## src/rtl/jtag_tap_responder.sv

```systemverilog
// JTAG TAP responder: oversamples TCK/TMS/TDI on the system clock and runs the 1149.1 TAP.
// Latency: every TAP action lands 3 clock cycles after the TCK pin edge (2-flop sync + edge detect).
// Backpressure: none; the external JTAG host paces everything through TCK.
//
// Ports:
//   clock, rstb           system clock and synchronous active-low reset
//   tck, tms, tdi         asynchronous JTAG pins, synchronized internally
//   tdo, tdo_oe           data out, updated on falling TCK; enable high only in Shift-DR/Shift-IR
//   tap_state             current TAP state (0..15, TLR..UpdIR)
//   ir                    current instruction (IDCODE / BYPASS / USER, unknown values act as BYPASS)
//   user_in               value captured into the USER data register
//   user_out, user_upd    last updated USER value and its one-clock update strobe
module jtag_tap_responder #(
    parameter logic [31:0] IDCODE   = 32'h14d57048,
    parameter int          IR_LEN   = 6,
    parameter int          USER_LEN = 8
) (
    input  logic                clock,
    input  logic                rstb,
    input  logic                tck,
    input  logic                tms,
    input  logic                tdi,
    output logic                tdo,
    output logic                tdo_oe,
    output logic [3:0]          tap_state,
    output logic [IR_LEN-1:0]   ir,
    input  logic [USER_LEN-1:0] user_in,
    output logic [USER_LEN-1:0] user_out,
    output logic                user_upd
);

    typedef enum logic [3:0] {
        ST_TLR     = 4'd0,
        ST_RTI     = 4'd1,
        ST_SELDR   = 4'd2,
        ST_CAPDR   = 4'd3,
        ST_SHDR    = 4'd4,
        ST_EX1DR   = 4'd5,
        ST_PAUSEDR = 4'd6,
        ST_EX2DR   = 4'd7,
        ST_UPDDR   = 4'd8,
        ST_SELIR   = 4'd9,
        ST_CAPIR   = 4'd10,
        ST_SHIR    = 4'd11,
        ST_EX1IR   = 4'd12,
        ST_PAUSEIR = 4'd13,
        ST_EX2IR   = 4'd14,
        ST_UPDIR   = 4'd15
    } tap_state_t;

    localparam logic [IR_LEN-1:0] INSTR_IDCODE = IR_LEN'(6'b001001);
    localparam logic [IR_LEN-1:0] INSTR_USER   = IR_LEN'(6'b000011);
    // 1149.1 requires the two LSBs of the captured IR to read 2'b01.
    localparam logic [IR_LEN-1:0] IR_CAPTURE   = {{(IR_LEN-1){1'b0}}, 1'b1};

    // ------------------------------------------------------------------
    // Pin synchronizers and TCK edge detection
    // ------------------------------------------------------------------
    logic [1:0] tck_sync;
    logic [1:0] tms_sync;
    logic [1:0] tdi_sync;
    logic       tck_prev;
    logic       tck_rise;
    logic       tck_fall;
    logic       tms_s;
    logic       tdi_s;

    // Clearing tck_prev with the synchronizers makes the first edge after
    // reset relative to a synchronized low level.
    always_ff @(posedge clock) begin
        if (!rstb) begin
            tck_sync <= 2'b00;
            tms_sync <= 2'b00;
            tdi_sync <= 2'b00;
            tck_prev <= 1'b0;
        end else begin
            tck_sync <= {tck_sync[0], tck};
            tms_sync <= {tms_sync[0], tms};
            tdi_sync <= {tdi_sync[0], tdi};
            tck_prev <= tck_sync[1];
        end
    end

    assign tck_rise = tck_sync[1] & ~tck_prev;
    assign tck_fall = ~tck_sync[1] & tck_prev;
    assign tms_s    = tms_sync[1];
    assign tdi_s    = tdi_sync[1];

    // ------------------------------------------------------------------
    // TAP state machine
    // ------------------------------------------------------------------
    tap_state_t state_q;
    tap_state_t state_d;

    always_ff @(posedge clock) begin
        if (!rstb) begin
            state_q <= ST_TLR;
        end else begin
            state_q <= state_d;
        end
    end

    always_comb begin
        state_d = state_q;
        if (tck_rise) begin
            case (state_q)
                ST_TLR:     state_d = tms_s ? ST_TLR     : ST_RTI;
                ST_RTI:     state_d = tms_s ? ST_SELDR   : ST_RTI;
                ST_SELDR:   state_d = tms_s ? ST_SELIR   : ST_CAPDR;
                ST_CAPDR:   state_d = tms_s ? ST_EX1DR   : ST_SHDR;
                ST_SHDR:    state_d = tms_s ? ST_EX1DR   : ST_SHDR;
                ST_EX1DR:   state_d = tms_s ? ST_UPDDR   : ST_PAUSEDR;
                ST_PAUSEDR: state_d = tms_s ? ST_EX2DR   : ST_PAUSEDR;
                ST_EX2DR:   state_d = tms_s ? ST_UPDDR   : ST_SHDR;
                ST_UPDDR:   state_d = tms_s ? ST_SELDR   : ST_RTI;
                ST_SELIR:   state_d = tms_s ? ST_TLR     : ST_CAPIR;
                ST_CAPIR:   state_d = tms_s ? ST_EX1IR   : ST_SHIR;
                ST_SHIR:    state_d = tms_s ? ST_EX1IR   : ST_SHIR;
                ST_EX1IR:   state_d = tms_s ? ST_UPDIR   : ST_PAUSEIR;
                ST_PAUSEIR: state_d = tms_s ? ST_EX2IR   : ST_PAUSEIR;
                ST_EX2IR:   state_d = tms_s ? ST_UPDIR   : ST_SHIR;
                ST_UPDIR:   state_d = tms_s ? ST_SELDR   : ST_RTI;
                default:    state_d = ST_TLR;
            endcase
        end
    end

    assign tap_state = state_q;

    // ------------------------------------------------------------------
    // Instruction decode and data register selection
    // ------------------------------------------------------------------
    logic                sel_idcode;
    logic                sel_user;
    logic [IR_LEN-1:0]   ir_sr;
    logic [31:0]         idcode_sr;
    logic [USER_LEN-1:0] user_sr;
    logic                bypass_sr;
    logic                dr_lsb;

    // Anything that is neither IDCODE nor USER falls through to BYPASS.
    assign sel_idcode = (ir == INSTR_IDCODE);
    assign sel_user   = (ir == INSTR_USER);

    always_comb begin
        dr_lsb = bypass_sr;
        if (sel_idcode) begin
            dr_lsb = idcode_sr[0];
        end else if (sel_user) begin
            dr_lsb = user_sr[0];
        end
    end

    // ------------------------------------------------------------------
    // Shift registers, instruction/user update and TDO
    // ------------------------------------------------------------------
    always_ff @(posedge clock) begin
        if (!rstb) begin
            ir        <= INSTR_IDCODE;
            ir_sr     <= '0;
            idcode_sr <= '0;
            user_sr   <= '0;
            bypass_sr <= 1'b0;
            user_out  <= '0;
            user_upd  <= 1'b0;
            tdo       <= 1'b0;
            tdo_oe    <= 1'b0;
        end else begin
            user_upd <= 1'b0;

            if (tck_rise) begin
                case (state_q)
                    ST_CAPIR: ir_sr <= IR_CAPTURE;
                    ST_SHIR:  ir_sr <= {tdi_s, ir_sr[IR_LEN-1:1]};
                    ST_UPDIR: ir    <= ir_sr;
                    ST_CAPDR: begin
                        if (sel_idcode) begin
                            idcode_sr <= IDCODE;
                        end else if (sel_user) begin
                            user_sr <= user_in;
                        end else begin
                            bypass_sr <= 1'b0;
                        end
                    end
                    ST_SHDR: begin
                        if (sel_idcode) begin
                            idcode_sr <= {tdi_s, idcode_sr[31:1]};
                        end else if (sel_user) begin
                            user_sr <= {tdi_s, user_sr[USER_LEN-1:1]};
                        end else begin
                            bypass_sr <= tdi_s;
                        end
                    end
                    ST_UPDDR: begin
                        if (sel_user) begin
                            user_out <= user_sr;
                            user_upd <= 1'b1;
                        end
                    end
                    default: ;
                endcase

                // Entering TLR forces IDCODE so the instruction is valid
                // for the whole time the TAP sits in reset.
                if (state_d == ST_TLR) begin
                    ir <= INSTR_IDCODE;
                end
            end

            if (tck_fall) begin
                tdo_oe <= (state_q == ST_SHIR) || (state_q == ST_SHDR);
                if (state_q == ST_SHIR) begin
                    tdo <= ir_sr[0];
                end else if (state_q == ST_SHDR) begin
                    tdo <= dr_lsb;
                end else begin
                    tdo <= 1'b0;
                end
            end
        end
    end

endmodule

```

## config.mk

```make
export PLATFORM = sky130hd
export DESIGN_NAME = jtag_tap_responder
export DESIGN_NICKNAME = d
export VERILOG_FILES = /design/src/rtl/jtag_tap_responder.sv
export SDC_FILE = /design/constraint.sdc
export NUM_CORES = 1
export LEC_CHECK = 0
export BUFFER_PORTS_ARGS = -buffer_cell sky130_fd_sc_hd__buf_2
export CORE_UTILIZATION = 40
export CTS_CLUSTER_SIZE = 30
export DETAILED_ROUTE_END_ITERATION = 10
export PLACE_DENSITY = 0.6
export SLEW_MARGIN = 20
export SYNTH_ARGS = -nofsm -noshare
export SYNTH_HDL_FRONTEND = slang
export SYNTH_SLANG_ARGS = --single-unit
```

## constraint.sdc

```tcl
create_clock -name clock -period 2.1 [get_ports clock]
set_clock_uncertainty 0.2 [all_clocks]
set_input_delay 0.63 -clock clock [delete_from_list [all_inputs] [get_ports clock]]
set_output_delay 0.63 -clock clock [all_outputs]
set_load 0.01 [all_outputs]
```

# Word-level counts from Yosys, hierarchy flattened
# Index checks and enable logic that the tools add are counted.
# classes
bitwise	4
reduce_logical	16
n_mux	35
eq_ne	25
# op_table
op	count
32-bit two-way mux	2
32-bit case mux with 2 select lines	1
4-bit case mux with 12 select lines	1
4-bit == test (second input constant)	8
8-bit two-way mux	4
4-bit two-way mux	5
4-bit by 3-bit == test with 1-bit output (second input constant)	4
2-bit inequality test (second input constant)	8
8-bit case mux with 2 select lines	1
1-bit two-way mux	12
6-bit two-way mux	2
6-bit case mux with 2 select lines	1
6-bit AND reduction	2
4-bit by 2-bit == test with 1-bit output (second input constant)	2
4-bit logical NOT	2
6-bit by 2-bit == test with 1-bit output (second input constant)	1
6-bit by 4-bit == test with 1-bit output (second input constant)	1
2-bit two-way mux	3
3-bit two-way mux	2
3-bit AND reduction	2
2-bit nonzero test	3
4-bit by 1-bit == test with 1-bit output (second input constant)	1
2-bit AND reduction	2
4-bit AND reduction	1
other kinds (6)	9
# totals
out_inout_bits	21
ff_bits	75
inputBits	13

# Depth between registers and ports, before layout
# Gate-level depths: netlist of run 1.
# logic_depth
ltp_word	7
ltp_mapped	6

# Worst setup path before layout of run 1
# Ideal clock, no wire load.
# synth_timing
path_kind	flip-flop to flip-flop
from	register ir[2]
to	register user_out[0]
period_less_slack_ns	2.173
arrival_ns	1.845
slack_ns	-0.073
n_path_buf	2
stages_incl_launch_ff	7
setup_time_ns	0.128
cell_sequence	dfxtp_1 > or4b_1 > buf_4 > or4_4 > buf_6 > mux2i_1 > nor2_1
# synth_between
elab_chain_cells	2
# synth_rtl
item	line_no	source
from (decl)	26	output logic [IR_LEN-1:0] ir,
from (signal assigned)	175	ST_UPDIR: ir <= ir_sr;
6-bit by 2-bit == test with 1-bit output	143	assign sel_user = (ir == INSTR_USER);
3-bit AND reduction (no line)	n/a	
to (signal assigned)	196	user_out <= user_sr;
to (decl)	28	output logic [USER_LEN-1:0] user_out,
# Every way passes these cells.
# A chain may end at the register's enable or synchronous reset.

# Worst setup path in the final report of run 1
# layout_timing
from	register state_q[2] (netlist: tap_state[2])
to	register user_out[7]
# layout_between
elab_chain_cells	2
# layout_rtl
item	line_no	source
from (decl)	92	tap_state_t state_q;
from (signal assigned)	99	state_q <= state_d;
4-bit == test	172	case (state_q)
3-bit AND reduction (no line)	n/a	
# Every way passes these cells.

==> summary.txt, run 1 <==
Post-DP Area: 3490 µm²
Max VDD drop: 0.368 mV
Clock-pin slew on the worst setup and hold paths: 80 ps
DR vias/cell: 5.38
NetSw: 0.643 mW
Total power draw: 2.82 mW
Final hold viol count: 0
Sink Count: 75
Pleak: 1.44 nW
Dpl cells: 489
Hold Crit Class: flip-flop to flip-flop
Max incr delay on CP: 610 ps
Io pins: 34
Post-route insts no fill: 511
Final wirelength: 7030 µm
Fmax: 0.483 GHz
TritonCTS clock tree: done
Layout cells sized above 1: 0.235
Vias: 2,747
ANT nets after route: 0
CTS Buffer Depth: 2
Initial antenna violation count: 0
Ys Warns: 0
Overflow after GRT: 0
Die ar.: 8160 µm²
Setup crit end kind: flip-flop
Unrepaired setup endpoints after global routing: true
Chip Height: 90.3 µm
Max_cap viols: 0
FILL cells: 717
Syn nets: 380
Endpoints failing setup: 0
H-tree Lvls: 3
Synth top cells by count: dfxtp_1 (75), nand2_1 (44), nor2_1 (40)
Cell area after layout: 3840 µm²
Hpwl dp: 4200 µm
Hold Crit Start: tms_sync[0]$_SDFF_PN0_
Startpoint types: flip-flop
Starting Density: 0.421
Synth Instances: 367
DR DRC count: 0
Final net count: 420
Sw frac: 0.228
Pre-antenna DRT Iters: 5
GPL Wtd Cong: 0.812
Layout area overhead: 23.1%
Asr flop ratio synth: 0
Ranking of synthesized cells by area: dfxtp_1 (48%), a21oi_1 (5.3%), nand2_1 (5.3%), nor2_1 (4.8%), nor3_1 (4.8%)
Yosys cell types: 46
Total inserted antenna cells: 0
Number of buffers and inverters on the critical path: 0
CP Data Arrival Time: 2110 ps
Top delay family on crit path: simple AND/OR/NAND/NOR gates
Cells along the critical path: or4b_4, or4_4, mux2i_1, nor2_1
Row count: 31
Worst setup path class: flip-flop to flip-flop
DR WL/cell: 13.8 µm
Worst Path Required: 2140 ps
Number of global-route vias before repair: 2,549
P_int: 2.18 mW
Post-synthesis sequential area ratio: 0.481
Root Buffer: clkbuf_8
CP Max Fanout: 5
Post-synth EDFFs: 0
Outcome: finished, final reports clean
Clock network power share: 0.460
Avg Cell Area, Syn: 8.50 µm²
P per Cell Area: 734 nW/µm²
Iteration-0 DRC Markers: 156
Crit-path slowest cell: or4_4
Slew Limit Fails: 0
Seq cells post-synth: 75
Leading area contributor after synthesis: dfxtp_1
CP Launch Point: tap_state[2]$_SDFF_PN0_
Die X: 90.3 µm
First-pass GRT wire length: 11,600 µm
Worst-margin pin slew: 370 ps
Share of the synthesized area in the top cell type: 0.481
Most used DFF post-synth: dfxtp_1
Core Region: 7410 µm²
Clock latency on the worst-skew pair: 350 ps
Input/output buffers: 33
Combinational power share: 0.031
Slew HR: 0.747
Register share of total power: 0.508
Reg2Reg Launch Point: tap_state[2]$_SDFF_PN0_
GRT Overall Usage: 0.177
Synthesized cell area: 3120 µm²
Leading cell type by number of instances after synthesis: dfxtp_1
Minimum clock period: 2070 ps
Final period utilization: 0.986
Largest net degree at the start of global routing: 64
CTS Buf Count: 9
cells in the final DEF (no fill, tap or decap), drive strengths merged, types with 4 or more instances in the layout:
cell type  netlist  layout
nand2           44      44
o21ai           13      13
nor3            30      30
dfxtp           75      75
a22oi            5       5
and2             8       8
mux2i            9       9
a311oi           9       9
clkbuf          18      11
inv              6       8
nand3           21      21
buf             13      58
nor2            40      40
or4              3       4
a21oi           33      33
nand2b           4       4
stage by stage:
stage	util	worst slack, ps	setup TNS [ps]	hold WS, ps
floorplan	-	3.15	0	212
global placement	0.472	8.44	0	214
detailed placement	0.472	-3.55	-3.55	218
CTS	0.505	0.345	0	239
global route	0.519	-20.8	-93.4	278
finish	0.519	28.6	0	237
flip-flops by register name (all words and copies together) (netlist names):
signal,count
bypass_sr,1
tdi_sync,2
idcode_sr,32
ir_sr,6
user_sr,8
tck_sync,2
tck_prev,1
ir,6
user_upd,1
tap_state,4
user_out,8
tdo_oe,1
tdo,1
tms_sync,2
area by class of cell:
class / count / area (µm²) / share of cell area
repair buffers: 59 / 457 / 0.119
flip-flops and latches: 75 / 1510 / 0.393
multi-input cells: 256 / 1500 / 0.389
well taps: 99 / 124 / 0.0322
clock buffers: 10 / 138 / 0.0358
inverters: 6 / 22.5 / 0.00586
clock inverters: 6 / 96.3 / 0.0251
repair_timing:
item,CTS,global route
cloned,0,2
setup endpoints to repair,7,49
gates resized for setup,4,7
buffers inserted,0,5
pin swaps,0,5
hold buffers,0,0
per-layer routing:
layer,wire length (µm),GRT usage
met1,3490,0.231
met2,3150,0.275
met3,293,0.0455
met4,102,0.0766
met5,0,0
worst paths after layout:
kind                                   end  slack [ps]  cells past startpoint
setup / recovery  user_out[7]$_SDFFE_PN0P_          30                      4
hold / removal      tms_sync[1]$_SDFF_PN0_         240                      1
setup reg to reg  user_out[7]$_SDFFE_PN0P_          30                      4
hold reg to reg     tms_sync[1]$_SDFF_PN0_         240                      1
cell families after synthesis:
logic type / synth area share
xor gates and xnor gates: 0.00561
AOI/OAI and AO/OA: 0.172
buffers and inverters: 0.0553
DFF: 0.481
muxes: 0.0289
and+or+nand+nor: 0.257
power by group through the flow:
stage	sequential, mW	combinational (mW)	clock, mW
after floorplan	1.47	0.0556	0
after global placement	1.47	0.0859	0
after detailed placement	1.47	0.0872	0
after CTS	1.44	0.0874	1.32
after global routing	1.44	0.0980	1.38
final	1.43	0.0886	1.30
No activity file was read; power rests on OpenSTA's default activity.
==> inputs of run 2 (changes only) <==
- CTS_CLUSTER_SIZE: 30 -> 16
- SETUP_SLACK_MARGIN: default -> 0.2
==> run 2 against run 1 <==
  * Final cell count grew 2.9%
  * Register-to-register slack is essentially flat
  * Final area rose by 5.4%
  * Sequential cell count unchanged
  * Global-route usage rose by 1.3 points
  * Hold slack worse by 0.77 ps
  * First-iteration DRC count down 28%
  * Critical path type unchanged
  * Sequential power about the same
  * Fmax down 0.40%
  * Via count grew 0.76%
  * Die area unchanged
==> summary.txt, run 2 (same netlist as run 1, synthesis figures left out) <==
Outcome: finished, final reports clean
Pre-antenna DRT Iters: 4
Largest net degree at the start of global routing: 34
Worst Path Required: 2160 ps
Total power draw: 2.79 mW
Cells along the critical path: or4b_4, buf_6, a2111oi_4, buf_12, nor2_1, a311oi_1
Pleak: 1.53 nW
DR WL/cell: 13.7 µm
Reg2Reg Depth: 6
Final wirelength: 7220 µm
Reg2Reg Launch Point: ir[5]$_SDFFE_PN0P_
First-pass GRT wire length: 12,400 µm
Fmax: 0.481 GHz
TritonCTS clock tree: done
Max incr delay on CP: 590 ps
DR DRC count: 0
Total inserted antenna cells: 0
WHS Path Cells: 1
Post-route insts no fill: 526
CP Max Fanout: 13
Sink Count: 75
Fin Hold WS: 237 ps
Post-DP Area: 3570 µm²
Die ar.: 8160 µm²
CTS Buffer Depth: 2
Chip Height: 90.3 µm
Clock latency on the worst-skew pair: 340 ps
Slew Limit Fails: 0
CP Data Arrival Time: 2130 ps
Most frequent cells in the layout: dfxtp_1 (70), nand2_1 (44), nor2_1 (40), buf_2 (32), a21oi_1 (30)
Number of buffers and inverters on the critical path: 2
DR vias/cell: 5.26
Layout cells sized above 1: 0.288
Initial antenna violation count: 0
Cell area after layout: 4050 µm²
Starting Density: 0.421
Hold Crit Class: flip-flop to flip-flop
Vias: 2,768
Input/output buffers: 33
Io pins: 34
Setup crit end kind: flip-flop
Die X: 90.3 µm
Row count: 31
CTS Buf Count: 9
Max VDD drop: 0.444 mV
Iteration-0 DRC Markers: 112
Dpl cells: 493
Hold Path Sink: tdi_sync[1]$_SDFF_PN0_
Max FFs per register: 32
Worst setup path class: flip-flop to flip-flop
Minimum clock period: 2080 ps
Flop-to-flop setup slack: 20 ps
Slew HR: 0.716
Root Buffer: clkbuf_8
Hpwl dp: 4510 µm
Max_cap viols: 0
Biggest regs: idcode_sr: 32 flops, user_out: 8 flops, user_sr: 8 flops
RR Endpoint: user_sr[2]$_SDFFE_PN0P_
Final WS setup: 20.3 ps
Core Region: 7410 µm²
Cts hold-fix bufs: 0
Number of global-route vias before repair: 2,607
H-tree Lvls: 3
Top delay family on crit path: simple AND/OR/NAND/NOR gates
Overflow after GRT: 0
Clock-pin slew on the worst setup and hold paths: 80 ps
Endpoints failing setup: 0
Hold Crit Start: tdi_sync[0]$_SDFF_PN0_
Unrepaired setup endpoints after global routing: true
Final period utilization: 0.990
Commonest non-fill, non-tap cell in the layout: dfxtp_1
Setup TNS: 0 ps
P per Cell Area: 689 nW/µm²
Startpoint types: flip-flop
GRT Overall Usage: 0.190
Pre-CTS WS: -90.5 ps
Largest Register: idcode_sr
Final net count: 435
Layout area overhead: 29.8%
GPL Wtd Cong: 0.805
ANT nets after route: 0
Final hold viol count: 0
Post-layout util: 0.547
Crit-path slowest cell: or4b_4
Worst-margin pin slew: 425 ps
## run 2: cell count changes in the layout (fill, tap and decap cells not counted), moves of 2 or more
cell	before	now
buf_4	18	28
buf_6	1	6
nor3_1	25	21
nor3_2	5	9
a21oi_1	33	30
a21oi_2	0	3
dfxtp_4	1	3
or4_1	2	0
## run 2: layer usage
layer,vias to the layer above,wire (µm),global-route usage
met5,-,0,0
met4,0,144,0.0659
met3,16,288,0.0564
met2,63,3330,0.297
met1,1285,3460,0.249
li1,1404,-,-
## run 2: final cells by class
cell class / count / area (µm²)
Clock inverter: 6 / 88.8
Timing Repair Buffer: 75 / 618
Fill cell: 701 / 3360
Multi-Input combinational cell: 255 / 1540
Clock buffer: 10 / 138
Inverter: 6 / 22.5
Tap cell: 99 / 124
Sequential cell: 75 / 1520
## run 2: where the power goes
part	internal [mW]	switching [mW]
Clock	0.701	0.537
Combinational	0.0571	0.0611
Sequential	1.43	0.00773
## run 2: worst max-delay path by stage
stage | start | end | depth (start not counted)
2_1_floorplan | tap_state[0]$_SDFF_PN0_ | user_out[0]$_SDFFE_PN0P_ | 6
3_3_place_gp | ir[5]$_SDFFE_PN0P_ | idcode_sr[15]$_SDFFE_PN0P_ | 6
3_5_place_dp | ir[5]$_SDFFE_PN0P_ | idcode_sr[18]$_SDFFE_PN0P_ | 6
4_1_cts | ir[5]$_SDFFE_PN0P_ | idcode_sr[18]$_SDFFE_PN0P_ | 6
5_1_grt | tap_state[2]$_SDFF_PN0_ | user_out[4]$_SDFFE_PN0P_ | 4
6_report | ir[5]$_SDFFE_PN0P_ | user_sr[2]$_SDFFE_PN0P_ | 6
## run 2: timing repair
| item | in CTS | in global routing |
|---|---|---|
| endpoints found under the hold margin | 0 | 0 |
| gates resized for setup | 8 | 17 |
| pin swaps | 0 | 9 |
| gates cloned | 0 | 1 |
| endpoints found under the setup margin | 54 | 57 |
| buffers inserted | 6 | 10 |
